`src/rtl/irq_controller.sv`:
```
// irq_controller: external-interrupt controller between NCHAN request lines
// and the CPU i_irq/o_iack pair. It latches edge requests, follows level
// requests, applies a per-channel mask, and presents a snapshot word on
// o_data during acknowledge, followed by a HOLDOFF-cycle quiet window.
//
// Optional feature macro: IRQ_PRIO_EN
//   defined   - each ack reports only the lowest-numbered masked pending
//               channel (one-hot o_data, index on o_vector).
//   undefined - each ack reports the whole masked pending word, o_vector = 0.
//
// Handshake: o_irq is a level request. The CPU raises i_iack and holds it for
// one or more cycles. o_data is valid and stable from the cycle after i_iack
// is first seen until the next acknowledge begins. o_irq stays low during ACK
// and for HOLDOFF cycles after i_iack drops.
module irq_controller #(
    parameter int NCHAN   = 64,
    parameter int HOLDOFF = 2
) (
    input  logic        clk,
    input  logic        reset,
    input  logic [NCHAN-1:0] i_req,
    input  logic        i_iack,
    input  logic        i_mask_wr,
    input  logic        i_mode_wr,
    input  logic [63:0] i_wdata,
    output logic        o_irq,
    output logic [63:0] o_data,
    output logic [5:0]  o_vector,
    output logic [63:0] o_pending,
    output logic [1:0]  o_state
);

    typedef enum logic [1:0] {
        ST_IDLE = 2'd0,
        ST_ACK  = 2'd1,
        ST_HOLD = 2'd2
    } state_t;

    state_t           state_q, state_d;
    logic [NCHAN-1:0] pending_q, pending_d;
    logic [NCHAN-1:0] mask_q, mask_d;
    logic [NCHAN-1:0] mode_q, mode_d;
    logic [NCHAN-1:0] req_prev_q, req_prev_d;
    logic             irq_q, irq_d;
    logic [63:0]      data_q, data_d;
    logic [7:0]       cnt_q, cnt_d;

    logic [NCHAN-1:0] rise;
    logic [NCHAN-1:0] active;
    logic [NCHAN-1:0] snap;
    logic [NCHAN-1:0] clr;

`ifdef IRQ_PRIO_EN
    logic [5:0]       vector_q, vector_d;
    logic [5:0]       snap_idx;
    logic             found;
`endif

    // Snapshot selection: either the full masked word or its lowest set bit.
    always_comb begin
        active = pending_q & mask_q;
`ifdef IRQ_PRIO_EN
        snap     = '0;
        snap_idx = '0;
        found    = 1'b0;
        for (int i = 0; i < NCHAN; i++) begin
            if (active[i] && !found) begin
                snap[i]  = 1'b1;
                snap_idx = 6'(i);
                found    = 1'b1;
            end
        end
`else
        snap = active;
`endif
    end

    // Next-state logic: FSM, pending update, config registers, irq output.
    always_comb begin
        state_d    = state_q;
        data_d     = data_q;
        cnt_d      = cnt_q;
        clr        = '0;
        rise       = i_req & ~req_prev_q;
        req_prev_d = i_req;
        mask_d     = i_mask_wr ? i_wdata[NCHAN-1:0] : mask_q;
        mode_d     = i_mode_wr ? i_wdata[NCHAN-1:0] : mode_q;
`ifdef IRQ_PRIO_EN
        vector_d   = vector_q;
`endif
        unique case (state_q)
            ST_IDLE: begin
                if (i_iack) begin
                    state_d = ST_ACK;
                    data_d  = 64'(snap);
                    // Level bits simply follow i_req, so only edge bits clear.
                    clr     = snap & ~mode_q;
`ifdef IRQ_PRIO_EN
                    vector_d = snap_idx;
`endif
                end
            end
            ST_ACK: begin
                if (!i_iack) begin
                    if (HOLDOFF == 0) begin
                        state_d = ST_IDLE;
                    end else begin
                        state_d = ST_HOLD;
                        cnt_d   = 8'(HOLDOFF);
                    end
                end
            end
            ST_HOLD: begin
                // HOLD lasts exactly HOLDOFF cycles.
                cnt_d = cnt_q - 8'd1;
                if (cnt_d == 8'd0) begin
                    state_d = ST_IDLE;
                end
            end
            default: begin
                state_d = ST_IDLE;
            end
        endcase
        // A fresh edge beats a clear in the same cycle, so it is not lost.
        pending_d = (((pending_q & ~clr) | rise) & ~mode_q) | (i_req & mode_q);
        irq_d     = (state_d == ST_IDLE) && (|active);
    end

    // State register with synchronous reset.
    always_ff @(posedge clk) begin
        if (reset) begin
            state_q    <= ST_IDLE;
            pending_q  <= '0;
            mask_q     <= '1;
            mode_q     <= '0;
            req_prev_q <= '0;
            irq_q      <= 1'b0;
            data_q     <= '0;
            cnt_q      <= '0;
`ifdef IRQ_PRIO_EN
            vector_q   <= '0;
`endif
        end else begin
            state_q    <= state_d;
            pending_q  <= pending_d;
            mask_q     <= mask_d;
            mode_q     <= mode_d;
            req_prev_q <= req_prev_d;
            irq_q      <= irq_d;
            data_q     <= data_d;
            cnt_q      <= cnt_d;
`ifdef IRQ_PRIO_EN
            vector_q   <= vector_d;
`endif
        end
    end

    assign o_irq     = irq_q;
    assign o_data    = data_q;
    assign o_pending = 64'(pending_q);
    assign o_state   = state_q;
`ifdef IRQ_PRIO_EN
    assign o_vector  = vector_q;
`else
    assign o_vector  = 6'd0;
`endif

endmodule

```
`config.mk`:
```
export PLATFORM = sky130hd
export DESIGN_NAME = irq_controller
export DESIGN_NICKNAME = d
export VERILOG_FILES = /design/src/rtl/irq_controller.sv
export SDC_FILE = /design/constraint.sdc
export NUM_CORES = 1
export LEC_CHECK = 0
export CORE_MARGIN = 3
export CORE_UTILIZATION = 63
export DETAILED_ROUTE_END_ITERATION = 8
export DONT_BUFFER_PORTS = 1
export PLACE_DENSITY = 0.79
export SYNTH_ARGS = -nofsm -noshare
export SYNTH_HDL_FRONTEND = slang
export SYNTH_SLANG_ARGS = --single-unit
```
`constraint.sdc`:
```
create_clock -name clk -period 1.9 [get_ports clk]
set_input_delay 0.38 -clock clk [delete_from_list [all_inputs] [get_ports clk]]
set_output_delay 0.38 -clock clk [all_outputs]
set_load 0.02 [all_outputs]
```
==> key figures <==
STA
  • Final worst path period share: 97.4%
  • Endpoints failing setup: 0
  • Shortest period the worst path allows: 1.85 ns
  • Worst-margin pin slew: 0.645 ns
  • Final Hold Viols: 0
  • Setup Skew: 0.0128 ns
  • Slew Limit Headroom: 56.4%
  • RSZ-0062 raised after global routing: true
  • Fmax: 541 MHz
  • Final slew viol count: 0

Global routing
  • Tot GR Track Use: 32.7%
  • Largest net degree at the start of global routing: 183
  • Vias in the first global route: 10800
  • First-pass GRT wire length: 56800 µm
  • Gr ovfl total: 0
  • Initial antenna violation count: 5

Clocking
  • Post-CTS Setup Inserts: 0
  • CTS Buffer Depth: 3
  • CTS H-tree lvls: 2
  • Clock root buffer master: clkbuf_16
  • CTS tree: yes
  • Clock buffer count from CTS: 34
  • Clk_lat worst skew: 0.51 ns
  • Number of clock sinks: 331
  • Clk slew on worst S/H paths: 0.07 ns

Flow run
  • Max Cap Viol: 0

Routing
  • Initial DRC Count: 694
  • Final WL: 35400 µm
  • WL per Instance: 20.0 µm
  • Drt pass-1 iters: 5
  • Post-route ant nets: 0
  • Vias: 10400
  • Vias/cell: 5.84
  • DR DRC count: 0

Floorplanning
  • Starting density of the core: 64.8%
  • Core region area: 0.0190 mm²
  • FP Rows: 50
  • Die H: 146 µm
  • Die width: 146 µm
  • I/O pin count: 270
  • Die area: 0.0212 mm²

Layout
  • Share of post-route cells with drive strength above 1: 9.35%
  • Final Instance Area: 0.0157 mm²
  • Post-layout net count: 1618
  • Layout overhead on the synthesized area: 27.6%
  • Filler cells: 1106
  • Fin cells: 1772

Yosys
  • Seq/Total Area, Yosys: 53.9%
  • Post-synth top cells: dfxtp_1, nand2_1, nor2_1
  • Post-synthesis register bit count: 331
  • Synth cell types: 46
  • Synth Flop Type: dfxtp_1
  • Cell taking the most area after synthesis: dfxtp_1
  • Post-Syn Instances: 1289
  • Top cells by area, synth: dfxtp_1, mux2i_1, nand2_1
  • Warnings from Yosys: 0
  • Async S/R FF share, synth: 0%
  • Number of flops mapped to enable cells by yosys: 0
  • Top-count cell post-synth: dfxtp_1
  • Syn_area_per_cell: 9.53 µm²
  • Post-synth top area share: 53.9%
  • Syn Std Cell Area: 0.0123 mm²

Placed design
  • Detailed Place HPWL: 19800 µm
  • Post-DP Area: 0.0129 mm²
  • DP Cell Count: 1549
  • Gpl congestion: 0.850
  • Port Buffers: 0

Run status
  • Status: finished clean

Setup path
  • CP arrival: 2.26 ns
  • WP data required: 2.31 ns
  • Setup CP Type: reg2reg
  • CP max FO: 4
  • Startpoint Class: flip-flop
  • Crit. End Element: flip-flop

Power and ir drop
  • Overall Power: 16.8 mW
  • Pwr Density: 1070 mW/mm²
  • VDD IR max: 0.978 mV
  • Leakage power: 6.69 nW

Min path
  • Worst hold-check path type: in2reg
-- state kept, by name, indices dropped and copies added (netlist names) --
signal and count:
mode_q 64, mask_q 64, cnt_q 8, o_pending 64
o_irq 1, o_state 2, req_prev_q 64, o_data 64
-- critical path, cell delays in order, from the launching register on --
cell      delay, ns
dfxtp_1        0.33
a22o_1         0.23
a221oi_2       0.26
nand4_1        0.19
or4_1          0.52
and4_1         0.21
-- path summary, 6_finish.rpt --
path | start | cells past startpoint | slack, ns | endpoint
max | mask_q[58] | 5 | 0.05 | o_irq
min | i_wdata[37] | 2 | 0.004 | mask_q[37]
max reg2reg | mask_q[58] | 5 | 0.05 | o_irq
min reg2reg | req_prev_q[16] | 2 | 0.49 | o_pending[16]
-- cells in the final DEF (no fill, tap or decap), types with 2 or more instances in the layout --
cell,instances
buf_4,72
mux2i_1,128
nor2_1,143
dlygate4sd3_1,157
clkbuf_1,9
bufinv_16,2
nand2b_1,66
o21ai_1,3
nor2b_1,64
conb_1,6
a22oi_1,19
nand4_1,4
diode_2,4
clkbuf_8,6
nor4_1,2
inv_1,2
and4_1,4
clkbuf_16,37
a32o_1,63
a22o_1,8
clkinv_2,4
nor3_1,4
o21ai_0,4
buf_12,3
a21oi_1,70
dfxtp_1,331
a221oi_2,5
nand2_1,197
nand3_1,65
ha_1,2
-- layer usage --
| metal | wire (µm) | global-route usage (%) | vias to the layer above |
|---|---|---|---|
| li1 | - | - | 4828 |
| met1 | 13800 | 37.9 | 4964 |
| met2 | 17000 | 55.9 | 461 |
| met3 | 3200 | 10.8 | 100 |
| met4 | 1400 | 13.1 | 0 |
| met5 | 0 | 0 | - |
-- final cells by class --
| cell class | count | area, µm² | area share [%] |
|---|---|---|---|
| diodes | 4 | 10.0 | 0.0639 |
| clock buffers | 52 | 1040 | 6.65 |
| clock inverters | 9 | 105 | 0.671 |
| inverters | 3 | 11.3 | 0.0719 |
| multi-input cells | 879 | 5340 | 34.1 |
| flip-flops and latches | 331 | 6630 | 42.3 |
| well taps | 260 | 325 | 2.08 |
| repair buffers | 234 | 2210 | 14.1 |
-- logic make-up (layout without fill, tap and decap cells) --
| group | count (synthesis) | after routing | synth area share (%) |
|---|---|---|---|
| AND/OR/NAND/NOR | 558 | 558 | 20.9 |
| flip-flops | 331 | 331 | 53.9 |
| AO/OA/AOI/OAI | 183 | 183 | 11.3 |
| multiplexers | 128 | 128 | 10.4 |
| buffers and inverters | 84 | 298 | 3.06 |
| adder cells (fa/ha/maj) | 2 | 2 | 0.204 |
| XOR/XNOR | 2 | 2 | 0.143 |
| other | 1 | 10 | 0.0305 |
-- what timing repair did --
action,in CTS,in global routing
hold endpoints to repair,237,1
hold buffers,157,1
setup endpoints to repair,1,7
cloned,0,0
resized for setup,1,5
-- report_power, final --
group / internal (mW) / switching (mW) / leakage (nW)
Sequential: 7.41 / 0.443 / 2.74
Clock: 4.07 / 2.72 / 0.562
Combinational: 1.03 / 1.12 / 3.39
Total: 12.5 / 4.28 / 6.69
-- through the flow --
| stage | hold slack, ns | worst slack, ns | TNS, ns | util (%) |
|---|---|---|---|---|
| global placement | 0.465 | 0.0736 | 0 | 68.0 |
| global route | 0.00140 | -0.0116 | -0.0218 | 82.7 |
| CTS | 0.000462 | 0.00106 | 0 | 82.4 |
| finish | 0.00430 | 0.0500 | 0 | 82.7 |
| floorplan | 0.462 | 0.218 | 0 | - |
| detailed placement | 0.466 | -0.00403 | -0.00403 | 68.0 |
(Power assumes the default switching activity.)
==> edit (config.mk and constraints unchanged) <==
`pending_q` no longer has a reset.
--- a/src/rtl/irq_controller.sv
+++ b/src/rtl/irq_controller.sv
@@ -130,7 +130,6 @@
     always_ff @(posedge clk) begin
         if (reset) begin
             state_q    <= ST_IDLE;
-            pending_q  <= '0;
             mask_q     <= '1;
             mode_q     <= '0;
             req_prev_q <= '0;
@@ -142,7 +141,6 @@
 `endif
         end else begin
             state_q    <= state_d;
-            pending_q  <= pending_d;
             mask_q     <= mask_d;
             mode_q     <= mode_d;
             req_prev_q <= req_prev_d;
@@ -153,6 +151,10 @@
             vector_q   <= vector_d;
 `endif
         end
+    end
+
+    always_ff @(posedge clk) begin
+        pending_q <= pending_d;
     end
 
     assign o_irq     = irq_q;
Check against the original RTL: not equivalent (a bounded check fails within 4 cycles, from zero or initial values and one cycle with reset high).
==> edit against the unedited design <==
Global-route usage decreased by 1.8 points. Worst setup slack improved by 0.019 ns. Final cell count increased by 0.85%. Total power increased by 14%. Sequential cell count unchanged. Design area decreased by 2.0%. First-iteration DRC count decreased by 14%. Via count decreased by 0.91%. Synthesized area increased by 0.69%. Largest power group unchanged. Sequential power increased by 17%. Clock power decreased by 3.1%. Wire length decreased by 3.2%. Synthesized cell count increased by 5.3%.
==> edit: results (changes against the unedited design) <==
The flow ran to the end, and the final reports show no timing, DRC or antenna violations. The launch point of the worst reg-to-reg path was cnt_q[1]$_SDFFE_PP0P_ (was mask_q[58]$_SDFFE_PP1P_). The run gives 0.300 (was 0.564) as the tightest slew margin relative to the limit.

For the worst setup skew after layout, the log shows 0.0178 ns (was 0.0128 ns). The post-cts hold buffer count is 151 (was 157). For the part of the Yosys area used for sequential elements, the log shows 0.536 (was 0.539).

Top post-synthesis cells by area: dfxtp_1 (54%), nor2b_1 (6.6%), nand2_1 (6.0%) (was dfxtp_1 (54%), mux2i_1 (10%), nand2_1 (6.0%)). The HPWL reported at the end of detailed placement is 18.5 mm (was 19.8 mm), and the largest stage delay on the critical path is 0.41 ns (was 0.52 ns). The number of detailed-route iterations in the first pass is 4 (was 5), and the share of final-layout standard cells stronger than drive strength 1 is 0.0655 (was 0.0935).

Average size of a mapped cell: 9.12 um^2 (was 9.53 um^2). Worst supply voltage drop on vdd: 0.000943 V (was 0.000978 V). The count of cells resized by post-cts repair came out at 0 (was 1).

The per-cell routed wire length was 19.2 um (was 20.0 um); the number of cells on the worst reg-to-reg path was 7 (was 5). For the pin count of the biggest net entering global routing, the log shows 165 (was 183). Flop-to-flop setup slack: 0.07 ns (was 0.05 ns). The logs give 0.367 (was 0.379) for the met1 layer usage reported by global route and 0.0238 ns (was -0.00403 ns) for the setup slack after placement. The number of global-route vias before repair is 10,400 (was 10,800), and the routed length on met1 is 13.3 mm (was 13.8 mm). The master of the slowest instance on the critical path was or4_4 (was or4_1). The highest clock rate was 546 MHz (was 541 MHz). DRC marker count from the first detailed-route iteration: 595 (was 694). The count of distinct cell types in the synthesized netlist is 48 (was 46), and the synthesized-area fraction occupied by xor and xnor cells is 0.000708 (was 0.00143). The instance count along the most critical hold path works out to 1 (was 2). For the net switching power, the log shows 0.00573 W (was 0.00428 W). The tools report the worst min-delay path endpoint as mask_q[28]$_SDFFE_PP1P_ (was mask_q[37]$_SDFFE_PP1P_). The met3 global-route usage is 0.0953 (was 0.108), and the area share of fa/ha/maj cells after synthesis is 0.00202 (was 0.00204). The compound-cell area share of the yosys netlist is 0.132 (was 0.113).

The detailed route wirelength on metal3 came out at 3.15 mm (was 3.20 mm).
==> edit: cell types whose count changed after synthesis, sizes merged, moves of 65 or more <==
cell / delta
nor2: -71
a211o: +65
inv: +65
nor2b: +65
==> edit: power groups by stage <==
stage / logic, W / clock network (W) / registers, W
2_1_floorplan: 0.00203 / 0 / 0.00921
3_3_place_gp: 0.00268 / 0 / 0.00924
3_5_place_dp: 0.00277 / 0 / 0.00927
4_1_cts: 0.00311 / 0.00663 / 0.00913
5_1_grt: 0.00365 / 0.00694 / 0.00928
6_report: 0.00331 / 0.00658 / 0.00918
==> edit: area by class of cell <==
| cell class | instances | area (um^2) | area share |
|---|---|---|---|
| multi-input combinational | 880 | 5220 | 0.340 |
| clock inverter | 6 | 90.1 | 0.00587 |
| tap | 260 | 325 | 0.0212 |
| sequential | 331 | 6630 | 0.432 |
| clock buffer | 54 | 1020 | 0.0663 |
| inverter | 68 | 255 | 0.0166 |
| antenna | 1 | 2.50 | 0.000163 |
| timing repair buffer | 187 | 1820 | 0.118 |
